$ cat src/rtl/playlist_sequencer.sv
// Song-list sequencer: turns button levels into edge events, runs play/pause/stop
// and auto-advances to the next song after a fixed inter-song gap.
module playlist_sequencer #(
  parameter int TOTAL_SONGS  = 2,
  parameter int GAP_CYCLES   = 100_000_000,
  parameter int AUTO_ADVANCE = 1
) (
  input  logic       clk,
  input  logic       reset,
  input  logic       btn_next,
  input  logic       btn_prev,
  input  logic       btn_play,
  input  logic       song_done,
  output logic [3:0] song_number,
  output logic       player_start,
  output logic       player_run,
  output logic [1:0] state
);

  localparam int CNT_W = $clog2(GAP_CYCLES + 1);
  localparam logic [3:0]       LAST_SONG = 4'(TOTAL_SONGS - 1);
  localparam logic [CNT_W-1:0] GAP_LOAD  = CNT_W'(GAP_CYCLES - 1);

  typedef enum logic [1:0] {
    S_IDLE  = 2'b00,
    S_PLAY  = 2'b01,
    S_PAUSE = 2'b10,
    S_GAP   = 2'b11
  } state_t;

  state_t           state_q, state_d;
  logic [3:0]       song_q, song_d;
  logic [CNT_W-1:0] cnt_q, cnt_d;
  logic             start_q, start_d;
  logic             run_q;
  logic             next_q, prev_q, play_q;
  logic             ev_next, ev_prev, ev_play, ev_nav, ev_any;

  function automatic logic [3:0] wrap_next(input logic [3:0] n);
    return (n == LAST_SONG) ? 4'd0 : n + 4'd1;
  endfunction

  function automatic logic [3:0] wrap_prev(input logic [3:0] n);
    return (n == 4'd0) ? LAST_SONG : n - 4'd1;
  endfunction

  assign ev_next = btn_next & ~next_q;
  assign ev_prev = btn_prev & ~prev_q;
  assign ev_play = btn_play & ~play_q;
  // Simultaneous next+prev cancel each other but still count as a button event.
  assign ev_nav  = (ev_next ^ ev_prev) & ~ev_play;
  assign ev_any  = ev_next | ev_prev | ev_play;

  // History registers reset high so a button held through reset gives no event.
  always_ff @(posedge clk or posedge reset) begin
    if (reset) begin
      state_q <= S_IDLE;
      song_q  <= 4'd0;
      cnt_q   <= '0;
      start_q <= 1'b0;
      run_q   <= 1'b0;
      next_q  <= 1'b1;
      prev_q  <= 1'b1;
      play_q  <= 1'b1;
    end else begin
      state_q <= state_d;
      song_q  <= song_d;
      cnt_q   <= cnt_d;
      start_q <= start_d;
      run_q   <= (state_d == S_PLAY);
      next_q  <= btn_next;
      prev_q  <= btn_prev;
      play_q  <= btn_play;
    end
  end

  always_comb begin
    state_d = state_q;
    song_d  = song_q;
    cnt_d   = '0;
    start_d = 1'b0;
    if (ev_play) begin
      case (state_q)
        S_IDLE:  begin state_d = S_PLAY; start_d = 1'b1; end
        S_PLAY:  state_d = S_PAUSE;
        S_PAUSE: state_d = S_PLAY;
        default: state_d = S_IDLE;
      endcase
    end else if (ev_nav) begin
      song_d = ev_next ? wrap_next(song_q) : wrap_prev(song_q);
      if (state_q != S_IDLE) begin
        state_d = S_PLAY;
        start_d = 1'b1;
      end
    end else if (!ev_any && song_done && state_q == S_PLAY) begin
      if (AUTO_ADVANCE != 0) begin
        song_d  = wrap_next(song_q);
        cnt_d   = GAP_LOAD;
        state_d = S_GAP;
      end else begin
        state_d = S_IDLE;
      end
    end else if (state_q == S_GAP) begin
      if (cnt_q == '0) begin
        state_d = S_PLAY;
        start_d = 1'b1;
      end else begin
        cnt_d = cnt_q - CNT_W'(1);
      end
    end
  end

  always_comb begin
    state        = state_q;
    song_number  = song_q;
    player_start = start_q;
    player_run   = run_q;
  end

endmodule

$ cat config.mk
export PLATFORM = sky130hd
export DESIGN_NAME = playlist_sequencer
export DESIGN_NICKNAME = d
export VERILOG_FILES = /design/src/rtl/playlist_sequencer.sv
export SDC_FILE = /design/constraint.sdc
export NUM_CORES = 1
export LEC_CHECK = 0
export BUFFER_PORTS_ARGS = -buffer_cell sky130_fd_sc_hd__buf_2
export CAP_MARGIN = 30
export CELL_PAD_IN_SITES_DETAIL_PLACEMENT = 1
export CELL_PAD_IN_SITES_GLOBAL_PLACEMENT = 2
export CORE_UTILIZATION = 41
export DETAILED_ROUTE_END_ITERATION = 7
export GPL_ROUTABILITY_DRIVEN = 0
export GPL_TIMING_DRIVEN = 0
export PLACE_DENSITY = 0.91
export SLEW_MARGIN = 25
export SYNTH_ARGS = -nofsm -noshare
export SYNTH_HDL_FRONTEND = slang
export SYNTH_SLANG_ARGS = --single-unit
$ cat constraint.sdc
create_clock -name clk -period 4 [get_ports clk]
set_input_delay 0.8 -clock clk [delete_from_list [all_inputs] [get_ports clk]]
set_output_delay 0.8 -clock clk [all_outputs]
set_load 0.01 [all_outputs]
After elaboration in Yosys (flattened, before gate mapping)
Index checks and enable logic that the tools add are counted.
- register bits: 38
- output and inout bits: 8
- word-level logic and storage cells: 61
- add/sub/neg operators: 3
- equal/unequal tests: 5
- muxes and demuxes: 24
- bitwise operators: 11
- reduce and logical (&&, ||, !) cells: 10
- operators with widths (operator ; count):
    $mux 27 ; 5
    $logic_not 27->1 ; 1
    $sub 27x1->27 const B ; 1
    $mux 4 ; 5
    $mux 2 ; 6
    $mux 1 ; 7
    $add 4x1->4 const B ; 1
    $and 1x1->1 ; 4
    $eq 2x1->1 const B ; 2
    $eq 2x2->1 const B ; 2
    $eq 4x1->1 const B ; 1
    $logic_not 4->1 ; 1
    $not 1->1 ; 4
    $pmux 2 s2 ; 1
    $reduce_bool 2->1 ; 2
    $sub 4x1->4 const B ; 1
    $logic_and 1x1->1 ; 2
    $logic_not 2->1 ; 1
    $or 1x1->1 ; 2
    $reduce_and 2->1 ; 1
    $reduce_or 2->1 ; 1
    $logic_not 1->1 ; 1
    $xor 1x1->1 ; 1

Logic depth before layout (Yosys ltp)
- depth in word-level cells: 11
- mapped depth: 8
- gate-level depth less buffers: 8

Worst setup path before layout
No wires, ideal clock.
- path kind: input to register
- start: input btn_next
- end: register cnt_q[13]
- library setup time: 0.083 ns
- arrival: 2.387 ns
- data required time: 3.917 ns
- path slack: 1.530 ns
- cell stages on the path: 8
- path buffers: 2
- cell sequence: nor2b_1 inv_1 ha_1 clkbuf_1 nor2_1 nand4_2 buf_2 o21ai_0
- cells in the longest elaborated chain, start to end: 9
- elaborated cells between the ends (all ways): 11
- RTL lines (item ; line ; text):
    start: declaration ; 10 ; input logic btn_next,
    $and 1x1->1 (*) ; 47 ; assign ev_next = btn_next & ~next_q;
    $or 1x1->1 (2 in a row) ; 52 ; assign ev_any = ev_next | ev_prev | ev_play;
    $logic_not 1->1 ; 95 ; end else if (!ev_any && song_done && state_q == S_PLAY) begin
    $logic_and 1x1->1 (2 in a row) ; 95 ;
    $mux 27 ; 95 ;
    $mux 27 (*) ; 89 ; end else if (ev_nav) begin
    $mux 27 (*) ; 82 ; if (ev_play) begin
    net cnt_d[13] ; 33 ; logic [CNT_W-1:0] cnt_q, cnt_d;
    end signal: assignment ; 68 ; cnt_q <= cnt_d;
    end: declaration ; 33 ;
Mark *: on every way through the listed nets, which the timed path passes. The rest lies on a longest branch.
A chain may end at the register's enable or synchronous reset.

Final worst setup path
- start: input btn_next
- end: register cnt_q[22]
The elaborated chain is that of the path after synthesis.

==> run metrics <==
Final Skew=5.812 ps; Rows=24; crit-path cells=buf_2 > nor2b_1 > inv_1 > ha_1 > clkbuf_1 > nor2_1 > nand4_2 > buf_2 > o21ai_0; relative slew slack=45.66%; Die Width=71.46 µm; Yosys cell types=43; 1st-iter DRT viols=83; largest net degree at the start of global routing=39; sequential share of the synthesized area=48.26%; Root Driver=clkbuf_8; status=complete, no violations; Fin. Hold Viols=0; CP peak stage delay=310 ps; CP Launch Type=primary input; leakage=0.9789 nW; post-synthesis register bit count=38; routed length per instance=17.09 µm; DP Wirelength=3302 µm; Max clock buf depth=2; CTS buffer count=5; Core ar.=4504 µm²; post-synth top area share=44.28%; synth top area cells=dfrtp_1, xnor2_1, o21ai_0; post-cts sizing count=0; # nets final=228; worst-skew pair later-pin latency=290 ps; I/O pin cnt=14; Synth async-reset ratio=100.0%; DRT Pass-1 Iters=4; Worst Path Required=4190 ps; IO Port Bufs=13; Avg Vias per Cell=5.676; actual slew at the worst max-slew pin=813.9 ps; first-pass GRT wire length=8369 µm; DRC=0; number of synthesized flops with an enable pin=0; Worst path most repeated cell=buf_2; Die Area=5107 µm²; Syn Nets=208; syn avg cell area=9.940 µm²; Total GRT Usage=21.31%; CP max stage cell=nor2_1; RSZ-0062 raised after global routing=false; power per cell area=868.5 nW/µm²; Max Cap Viol=0; peak supply drop=361.2 µV; antenna violations before repair=0; clock sinks=38; CP Class=primary input to flip-flop; class of the worst hold path=flip-flop to flip-flop; clk slew on worst S/H paths=70 ps; vias in the first global route=1663; Fmax=363.4 MHz; Commonest cells post-synth=dfrtp_1, o21ai_0, nor2_1; DRT antenna net count=0; hold buffer count at CTS=0; post-synthesis cell area=1978 µm²; top_reg_cell synth=dfrtp_1; shortest period the worst path allows=2752 ps; Post-CTS Setup Repair Bufs=0; Starting Density=43.92%; CTS tree=done; setup tns final=0 ps; dominant cell by count in the synthesized netlist=dfrtp_1; area grow syn2layout=10.63%; Setup Viol. Count Final=0; crit-path max FO=10; yosys warns=0; fin cells=272; H-tree levels=2; cell taking the most area after synthesis=dfrtp_1; worst path bufs/invs=4; fin. max-slew vios=0; crit path capture type=flip-flop; Gate Count Post-Synth=199; WL final=4649 µm; global route overflow=0; Final period util=68.79%; DP Cell Count=264; Data arrival, critical path=2940 ps; Ant. Diodes=0; share of layout cells above drive strength 1=14.55%; die height=71.46 µm; critical path's top delay family=simple AND/OR/NAND/NOR gates; via count=1544
[layout make-up]
type	instances	area [µm²]
multi-input combinational	147	962.2
buffer	9	42.54
inverter	5	18.77
clock buffer	8	80.08
timing repair buffer	13	65.06
sequential	38	954.7
fill	512	2316
tap	52	65.06
[per-layer routing]
metal | up-vias | routed length [µm] | global-route usage (%)
met3 | 4 | 100 | 4.641
met4 | 0 | 42 | 4.575
li1 | 748 | - | -
met1 | 779 | 2193 | 28.38
met5 | - | 0 | 0
met2 | 13 | 2313 | 35.98
[stage by stage]
step           hold slack [ps]  cell area (µm²)  setup slack (ps)  util, %  power (mW)
2_1_floorplan            493.6             1978              1530        -       1.398
3_3_place_gp             514.4             2108              1128    46.81       1.573
3_5_place_dp             542.6             2108             963.5    46.81       1.642
4_1_cts                  556.1             2188              1264    48.58       1.912
5_1_grt                  605.6             2188             987.8    48.58       2.073
6_report                 554.8             2188              1248    48.58       1.901
[state kept, by name (all words and copies together), names as in the netlist]
signal        count
prev_q            1
player_run        1
next_q            1
state             2
play_q            1
player_start      1
song_number       4
cnt_q            27
[cell usage in the layout (no fill, tap or decap), drive strengths merged, types with 3 or more instances in the layout]
cell     n
a21oi    3
and3     3
buf     16
clkbuf  14
dfrtp   35
dfstp    3
ha       3
inv      5
nand2    7
nand3    6
nand4    3
nand4b   3
nor2    23
nor3     9
nor4     6
o21ai   22
or4      6
xnor2   16
xor2    10
[cells by family (layout without fill, tap and decap cells)]
family	after synthesis	count (layout)	share of synthesized area, %
adders and majority gates	3	3	1.898
and+or+nand+nor	80	80	23.53
AOI/OAI and AO/OA	36	36	10.63
muxes	2	2	1.075
buffers and inverters	14	35	3.099
xor gates and xnor gates	26	26	11.51
DFF	38	38	48.26
[final timing paths]
check	start	to	slack, ps	cells past startpoint
max reg2reg	next_q	cnt_q[22]	1500	8
min	cnt_q[0]	cnt_q[0]	550	1
min reg2reg	cnt_q[0]	cnt_q[0]	550	1
max in group asynchronous	reset	player_run	2820	2
min in group asynchronous	reset	song_number[3]	670	2
max	btn_next	cnt_q[22]	1250	9
[power by group]
| part | internal (mW) | total [mW] | leakage [nW] | switching (mW) |
|---|---|---|---|---|
| Clock | 0.124 | 0.256 | 0.0395 | 0.132 |
| Combinational | 0.461 | 1.08 | 0.437 | 0.620 |
| Sequential | 0.477 | 0.563 | 0.503 | 0.0870 |
| Total | 1.06 | 1.90 | 0.979 | 0.839 |
Power figures use the tool's default switching activity.
